[config.mk]
export PLATFORM = sky130hd
export DESIGN_NAME = dual_deque_core
export DESIGN_NICKNAME = d
export VERILOG_FILES = /design/src/rtl/dual_deque_core.sv
export SDC_FILE = /design/constraint.sdc
export NUM_CORES = 1
export LEC_CHECK = 0
export BUFFER_PORTS_ARGS = -buffer_cell sky130_fd_sc_hd__buf_2
export CAP_MARGIN = 20
export CORE_MARGIN = 5
export CORE_UTILIZATION = 63
export CTS_CLUSTER_SIZE = 8
export DETAILED_ROUTE_END_ITERATION = 10
export GPL_TIMING_DRIVEN = 1
export MAX_ROUTING_LAYER = met4
export PLACE_DENSITY = 0.8
export RECOVER_POWER = 50
export SYNTH_ARGS = -nofsm -noshare
export SYNTH_HDL_FRONTEND = slang
export SYNTH_SLANG_ARGS = --single-unit
[constraint.sdc]
create_clock -name clk -period 4.8 [get_ports clk]
set_input_delay 0.96 -clock clk [delete_from_list [all_inputs] [get_ports clk]]
set_output_delay 0.96 -clock clk [all_outputs]
set_load 0.02 [all_outputs]
[src/rtl/dual_deque_core.sv]
// Two independent WIDTH x DEPTH deques behind one command port; results and err are registered (latency 1).
// Never back-pressures: illegal commands are dropped with a one-cycle err pulse and leave both deques untouched.
module dual_deque_core #(
  parameter int WIDTH = 8,
  parameter int DEPTH = 16,
  localparam int AW = $clog2(DEPTH)
) (
  input  logic             clk,
  input  logic             rst,
  input  logic             cmd_valid,
  input  logic             cmd_sel,
  input  logic [2:0]       cmd_op,
  input  logic [WIDTH-1:0] cmd_data,
  output logic             out_valid,
  output logic [WIDTH-1:0] out_data,
  output logic             err,
  output logic [AW:0]      count_a,
  output logic [AW:0]      count_b,
  output logic             empty_a,
  output logic             full_a,
  output logic             empty_b,
  output logic             full_b
);

  localparam logic [2:0] OP_NOP        = 3'd0;
  localparam logic [2:0] OP_PUSH_FRONT = 3'd1;
  localparam logic [2:0] OP_PUSH_BACK  = 3'd2;
  localparam logic [2:0] OP_POP_FRONT  = 3'd3;
  localparam logic [2:0] OP_POP_BACK   = 3'd4;
  localparam logic [2:0] OP_PEEK_FRONT = 3'd5;
  localparam logic [2:0] OP_XFER       = 3'd6;
  localparam logic [2:0] OP_CLEAR      = 3'd7;

  localparam logic [AW:0]   FULL_CNT = (AW + 1)'(DEPTH);
  localparam logic [AW:0]   CNT_ONE  = (AW + 1)'(1);
  localparam logic [AW-1:0] PTR_ONE  = AW'(1);

  // Index 0 is deque A, index 1 is deque B.
  logic [WIDTH-1:0] mem   [2][DEPTH];
  logic [AW-1:0]    front [2];
  logic [AW-1:0]    back  [2];
  logic [AW:0]      cnt   [2];

  logic             src;
  logic             dst;
  logic             src_empty;
  logic             src_full;
  logic             dst_full;
  logic             legal;
  logic             has_result;
  logic             active;
  logic             commit;
  logic [AW-1:0]    front_m1;
  logic [AW-1:0]    back_m1;
  logic [WIDTH-1:0] rd_word;

  assign src = cmd_sel;
  assign dst = ~cmd_sel;

  always_comb begin
    src_empty  = (cnt[src] == '0);
    src_full   = (cnt[src] == FULL_CNT);
    dst_full   = (cnt[dst] == FULL_CNT);
    front_m1   = front[src] - PTR_ONE;
    back_m1    = back[src] - PTR_ONE;
    legal      = 1'b1;
    has_result = 1'b0;
    rd_word    = mem[src][front[src]];
    case (cmd_op)
      OP_PUSH_FRONT, OP_PUSH_BACK: legal = !src_full;
      OP_POP_FRONT, OP_PEEK_FRONT: begin
        legal      = !src_empty;
        has_result = 1'b1;
      end
      OP_POP_BACK: begin
        legal      = !src_empty;
        has_result = 1'b1;
        rd_word    = mem[src][back_m1];
      end
      OP_XFER: begin
        legal      = !src_empty && !dst_full;
        has_result = 1'b1;
      end
      default: legal = 1'b1;
    endcase
    // Reset takes priority: a command in a reset cycle is neither executed nor flagged.
    active = cmd_valid && !rst;
    commit = active && legal;
  end

  always_ff @(posedge clk) begin
    if (rst) begin
      for (int i = 0; i < 2; i++) begin
        front[i] <= '0;
        back[i]  <= '0;
        cnt[i]   <= '0;
      end
      out_valid <= 1'b0;
      out_data  <= '0;
      err       <= 1'b0;
    end else begin
      out_valid <= commit && has_result;
      err       <= active && !legal;
      if (commit && has_result) begin
        out_data <= rd_word;
      end
      if (commit) begin
        case (cmd_op)
          OP_PUSH_FRONT: begin
            front[src] <= front_m1;
            cnt[src]   <= cnt[src] + CNT_ONE;
          end
          OP_PUSH_BACK: begin
            back[src] <= back[src] + PTR_ONE;
            cnt[src]  <= cnt[src] + CNT_ONE;
          end
          OP_POP_FRONT: begin
            front[src] <= front[src] + PTR_ONE;
            cnt[src]   <= cnt[src] - CNT_ONE;
          end
          OP_POP_BACK: begin
            back[src] <= back_m1;
            cnt[src]  <= cnt[src] - CNT_ONE;
          end
          OP_XFER: begin
            front[src] <= front[src] + PTR_ONE;
            cnt[src]   <= cnt[src] - CNT_ONE;
            back[dst]  <= back[dst] + PTR_ONE;
            cnt[dst]   <= cnt[dst] + CNT_ONE;
          end
          OP_CLEAR: begin
            front[src] <= '0;
            back[src]  <= '0;
            cnt[src]   <= '0;
          end
          default: ;
        endcase
      end
    end
  end

  // Storage carries no reset; pointers alone define which words are live.
  always_ff @(posedge clk) begin
    if (commit) begin
      case (cmd_op)
        OP_PUSH_FRONT: mem[src][front_m1]   <= cmd_data;
        OP_PUSH_BACK:  mem[src][back[src]]  <= cmd_data;
        OP_XFER:       mem[dst][back[dst]]  <= rd_word;
        default: ;
      endcase
    end
  end

  assign count_a = cnt[0];
  assign count_b = cnt[1];
  assign empty_a = (cnt[0] == '0);
  assign full_a  = (cnt[0] == FULL_CNT);
  assign empty_b = (cnt[1] == '0);
  assign full_b  = (cnt[1] == FULL_CNT);

  a_excl: assert property (@(posedge clk) !(out_valid && err));
  a_cnt:  assert property (@(posedge clk) (cnt[0] <= FULL_CNT) && (cnt[1] <= FULL_CNT));

endmodule

* Word-level counts from Yosys, hierarchy flattened
Memory sizes are Yosys's and may differ from the RTL's.
Index checks and enable logic that the tools add are counted.
** Storage, ports and cells
- Flip-flop bits (word level) :: 10
- Bits in latches :: 0
- RAM bits :: 282
- Memory bits (read-only) :: 0
- Input bits :: 15
- Output and inout bits :: 24
- Word-level logic and storage cells :: 403
- Memories :: 4
** Memory list
- mem :: depth 2, width 128, read ports 1, clocked after Yosys merged registers in 0, write ports 1, line 39 : logic [WIDTH-1:0] mem [2][DEPTH];
- cnt :: depth 2, width 5, read ports 4, clocked after Yosys merged registers in 0, write ports 2, line 42 : logic [AW:0] cnt [2];
- back :: depth 2, width 4, read ports 2, clocked after Yosys merged registers in 0, write ports 2, line 41 : logic [AW-1:0] back [2];
- front :: depth 2, width 4, read ports 1, clocked after Yosys merged registers in 0, write ports 2, line 40 : logic [AW-1:0] front [2];
** Cells by class
- Add/subtract/negate cells :: 8
- $mul :: 0
- Divide/modulo/power cells :: 0
- Order comparisons :: 8
- Equality and inequality tests :: 11
- Shift-type cells :: 0
- Multiplexer cells :: 200
- Bitwise gates (word level) :: 144
- Reduce and logical (&&, ||, !) cells :: 25
** Operator list (count)
- $mux W128 :: 5
- $mux W1 :: 166
- $or A1 B1 Y1 :: 138
- $reduce_or A128 Y1 :: 1
- $demux W8 S4 :: 3
- $bmux W8 S4 :: 2
- $mux W8 :: 8
- $mux W5 :: 7
- $mux W4 :: 8
- $ge A5 B5 Y1 const B :: 5
- $not A4 Y5 :: 5
- $eq A5 B5 Y1 const B :: 4
- $reduce_or A4 Y1 :: 4
- $logic_not A5 Y1 :: 3
- $lt A5 B1 Y1 const B :: 3
- $add A4 B1 Y4 const B :: 3
- $eq A3 B3 Y1 const B :: 4
- $add A5 B1 Y5 const B :: 2
- $reduce_or A5 Y1 :: 2
- $logic_and A1 B1 Y1 :: 8
- $sub A4 B1 Y4 const B :: 2
- $eq A3 B2 Y1 const B :: 2
- $logic_not A1 Y1 :: 5
- $sub A5 B1 Y5 const B :: 1
- 5 further kinds :: 5

* Logic depth before layout (Yosys ltp)
An unclocked memory read counts as a cell.
- Word-level depth :: 17
- Depth in mapped cells :: 15
- Depth with buffers taken out :: 10

* Worst setup path before layout
No wires, ideal clock.
- Path kind :: input to register
- Start point :: input port cmd_sel
- End point :: memory mem[1][120] (netlist name), enable pin
- Library setup time :: 0.388 ns
- Arrival time :: 3.899 ns
- Required time :: 4.412 ns
- Slack :: 0.513 ns
- Stages :: 13
- Path buffers :: 6
- Path through :: buf_6 > buf_6 > buf_2 > buf_4 > buf_2 > mux2i_1 > ha_1 > o2111ai_2 > a21oi_2 > nor3_1 > o41a_1 > buf_2 > o32ai_1
** Between the ends
- Word-level cells in the longest chain between the ends :: 11
- Elaborated cells on any way between the ends :: 42
- Classes of those cells :: add/sub: 1; order compare: 6; eq/ne: 2; mux: 15; bitwise: 5; reduce/logical: 10; memory: 3
** Ends and longest elaborated chain
- start: declaration :: line 11 : input logic cmd_sel,
- parallel branches: the longest is 11 deep, another holds $ge A5 B5 Y1
- end: declaration :: line 39
Several ways; the timed one is not identified.

* Final worst setup path
- Start point :: input port cmd_sel
- End point :: memory mem[1][115] (netlist name) (data pin)
** Between the ends
- Word-level cells in the longest chain between the ends :: 11
- Elaborated cells on any way between the ends :: 34
- Classes of those cells :: add/sub: 1; order compare: 2; eq/ne: 2; mux: 13; bitwise: 4; reduce/logical: 8; memory: 4
** Ends and longest elaborated chain
- parallel branches: the longest is 10 deep, another holds $ge A5 B5 Y1
- $mux W128 (no line) *
Mark *: on every way between the ends. The select of a mux whose other input is x is not followed.

==> results.md <==
- sky130_fd_sc_hd__edfxtp_1 — top flip-flop cell by instance count after synthesis
- 1516 — fill count
- sky130_fd_sc_hd__edfxtp_1 — most frequent cell after synthesis
- 0.00476 W — internal cell power
- 0% — async set-or-reset flop fraction in the synthesized netlist
- 282 x sky130_fd_sc_hd__edfxtp_1, 86 x sky130_fd_sc_hd__mux4_2, 83 x sky130_fd_sc_hd__mux2i_1 — cell types with the highest counts after synthesis
- 3 — buffers from clock root to sink, at most
- 0.0371 ns — Setup Skew
- 0 — initial antenna violation count
- out_data[6] — worst reg2reg path endpoint
- 10894 — number of global-route vias before repair
- 4.95 ns — Critical Path RT
- buf_6 > clkbuf_2 > nand2_1 > nor2_1 > a21oi_2 > o22ai_1 > o31a_1 > o21ai_1 > mux2_1 > clkbuf_2 — cell-by-cell listing of the critical path
- 7.43 — via/cell ratio
- yes — clock tree from TritonCTS
- 366 mW/mm2 — Power Dens Cells
- 20.2% — layout cell share with drive strength beyond 1
- 0.529 ns — final worst-path setup slack
- 5 — number of iterations in the first detailed-routing pass
- 55.8% — area share of the largest cell type after synthesis
- 0 — number of setup buffers added after CTS
- 0.0236 mm2 — placeable core area
- 0 — max-capacitance violation count
- completed — outcome
- 4.43 ns — data arrival time of the critical path
- 0.00156 W — Switching Power
- 0.91 ns — internal reg-to-reg setup slack
- 1025 — number of standard cells after synthesis
- 12.3% — share of power burned in combinational logic
- 0 — number of hold-repair buffers added at the cts stage
- 0 — Residual DRC
- sky130_fd_sc_hd__edfxtp_1 — leading area contributor after synthesis
- flip-flop to flip-flop — classification of the worst-slack hold path
- 35.2% — Total Routing Usage GR
- 1061 — net count after synthesis
- flip-flop — kind of end point of the critical path
- 0.55 ns — later-pin clock latency in the skew report
- 4.27 ns — final critical delay including setup and external delays
- 0 — Yosys warnings
- 67.6 mm — first-pass GRT wire length
- 31.4 um — Avg WL per Cell
- 10873 — routed via count
- 0 — number of gates given a new drive strength after cts
- 45.9 mm — wire length reported by the detailed router
- input pin to flip-flop — classification of the worst setup path
- 282 — EDFF count, synth
- 56 — Core Rows
- 0.70 ns — peak per-stage delay on the critical path
- 13.6% — Area Growth Syn to Fin
- 24.7% — Sw Share
- 23.0% — relative max-transition margin
- 292 — register bit total from synthesis
- 39 — top-level I/O count
- 0 — post-route ant nets
- no — RSZ-0062 raised after global routing
- 42 — Num CTS Buffers
- 234 MHz — FMAX
- 2 — deepest level of the CTS H-tree
- 29.5 mm — post-detailed-placement half-perimeter wirelength
- sky130_fd_sc_hd__edfxtp_1 56%, sky130_fd_sc_hd__mux4_2 13%, sky130_fd_sc_hd__mux2i_1 5.5% — synth top area cells
- 0 — Final Hold Vio Count
- sky130_fd_sc_hd__clkbuf_16 — clock root buffer master
- 1.15 ns — measured slew at the worst slew-check pin
- 89.0% — fin crit share
- 1 — cell depth of the worst min-delay path
- 5.77 nW — leakage power summed over all cells
- 42.6% — clock share of power
- 14.8 um2 — Avg Synthesized Cell Area
- 0.0152 mm2 — summed instance area of the synthesized netlist
- 71 — number of distinct library cell variants in the gate-level netlist after synthesis
- 165 um — x dimension of the die
- 35 — highest fanout seen on the critical path
- out_data[6] — Hold Crit Endpoint
- 0.000310 V — Peak supply drop
- sky130_fd_sc_hd__clkbuf_2 — slowest cell on the critical path
- 1.00 — last weighted congestion value of the routability-driven placer
- 0 ns — Post-Route Setup TNS
- 1754 — number of violations reported at the end of detailed-routing iteration 0
- 0.0273 mm2 — overall die area
- back[1][0] — beginning of the worst register-to-register path
- 45.2% — sequential power share
- 0.585 ns — pre-CTS setup slack
- 0.05 ns — Clock Pin Slew Worst Setup and Hold Paths
- 0 — max-slew violation count
- out_data[6] — start point of the worst min-delay path
- 57.1% — proportion of synthesized chip area in sequential cells
- 165 um — die height
- input pin — Critical Path Start Type
- 292 — clock sinks
- 38 — Buffers on Ports
- 0 — Final Setup Violations
- 64.3% — initial cell density of the core
- 37 — largest net degree at the start of global routing
- 8 — worst r2r path cells
- 1160 — fin nets
- sky130_fd_sc_hd__clkbuf_2 — CP most frequent cell
- 0 — remaining global-route overflow
## through the flow
step / instance area [um2] / power [W] / util, % / instances / hold WS (ns)
after detailed placement: 16200 / 0.00365 / 68.5 / 1399 / 0.471
after floorplan: 15200 / 0.00340 / - / 1025 / 0.594
final: 17200 / 0.00632 / 73.0 / 1463 / 0.503
after global routing: 17200 / 0.00648 / 73.0 / 1462 / 0.511
after CTS: 17400 / 0.00632 / 73.5 / 1462 / 0.500
after global placement: 16200 / 0.00364 / 68.5 / 1399 / 0.484
## flip-flops by register name (all words and copies together), names as in the netlist
register	count
out_data	8
mem	256
front	8
err	1
cnt	10
back	8
out_valid	1
## placed cells by master, fill, tap and decap left out, types with 15 or more instances in the layout
cell / count
sky130_fd_sc_hd__nand2_1: 76
sky130_fd_sc_hd__mux4_2: 86
sky130_fd_sc_hd__a32o_1: 22
sky130_fd_sc_hd__a21oi_1: 18
sky130_fd_sc_hd__a22o_1: 18
sky130_fd_sc_hd__mux2i_1: 82
sky130_fd_sc_hd__xnor2_1: 17
sky130_fd_sc_hd__o2bb2ai_1: 19
sky130_fd_sc_hd__clkbuf_1: 55
sky130_fd_sc_hd__nor3_1: 15
sky130_fd_sc_hd__ha_1: 21
sky130_fd_sc_hd__clkbuf_16: 43
sky130_fd_sc_hd__o22ai_1: 21
sky130_fd_sc_hd__edfxtp_1: 282
sky130_fd_sc_hd__nor2b_1: 20
sky130_fd_sc_hd__buf_4: 50
sky130_fd_sc_hd__nor2_1: 40
## metal layers
metal / vias to the layer above / share of wire, % / global-route usage, %
li1: 4411 / - / -
met1: 5320 / 35 / 45.1
met2: 941 / 45 / 52.4
met3: 201 / 15 / 11.4
met4: 0 / 5.3 / 15.0
met5: - / 0 / -
## cell families after synthesis
logic type	count (synthesis)	share of synthesized area, %
AOI/OAI and AO/OA	213	11.0
xor gates and xnor gates	21	1.21
adders and majority gates	22	1.80
buffers and inverters	75	2.46
DFF	292	57.1
muxes	184	19.5
and+or+nand+nor	218	6.97
## final cells by class
cell class / count / area, um2 / area share, %
Timing Repair Buffer: 114 / 774 / 4.49
Multi-Input combinational cell: 658 / 6140 / 35.6
Clock inverter: 3 / 55.1 / 0.319
Inverter: 16 / 60.1 / 0.348
Tap cell: 319 / 399 / 2.31
Clock buffer: 60 / 1140 / 6.61
Sequential cell: 292 / 8670 / 50.3
Antenna cell: 1 / 2.50 / 0.0145
## critical path, delay by kind of cell
family | cells | cell delay, ns
muxes | 1 | 0.30
AOI/OAI and AO/OA | 4 | 0.80
and+or+nand+nor | 2 | 0.95
buffers and inverters | 3 | 1.37
## how the worst max path moves through the flow
stage / from / slack, ns / end / depth (start not counted)
floorplan: cmd_sel / 0.51 / mem[1][120] / 13
global placement: cmd_sel / 0.58 / mem[0][81] / 10
detailed placement: cmd_sel / 0.58 / mem[1][105] / 10
CTS: cmd_sel / 1.06 / mem[1][89] / 10
global route: cmd_sel / 0.43 / mem[0][102] / 11
finish: cmd_sel / 0.53 / mem[1][115] / 10
## power by group through the flow
stage / Combinational [W] / Sequential [W] / Clock [W]
global placement: 0.000738 / 0.00290 / 0
finish: 0.000775 / 0.00285 / 0.00269
CTS: 0.000764 / 0.00285 / 0.00271
detailed placement: 0.000752 / 0.00290 / 0
global route: 0.000806 / 0.00285 / 0.00282
floorplan: 0.000496 / 0.00290 / 0
(Power assumes the default switching activity.)
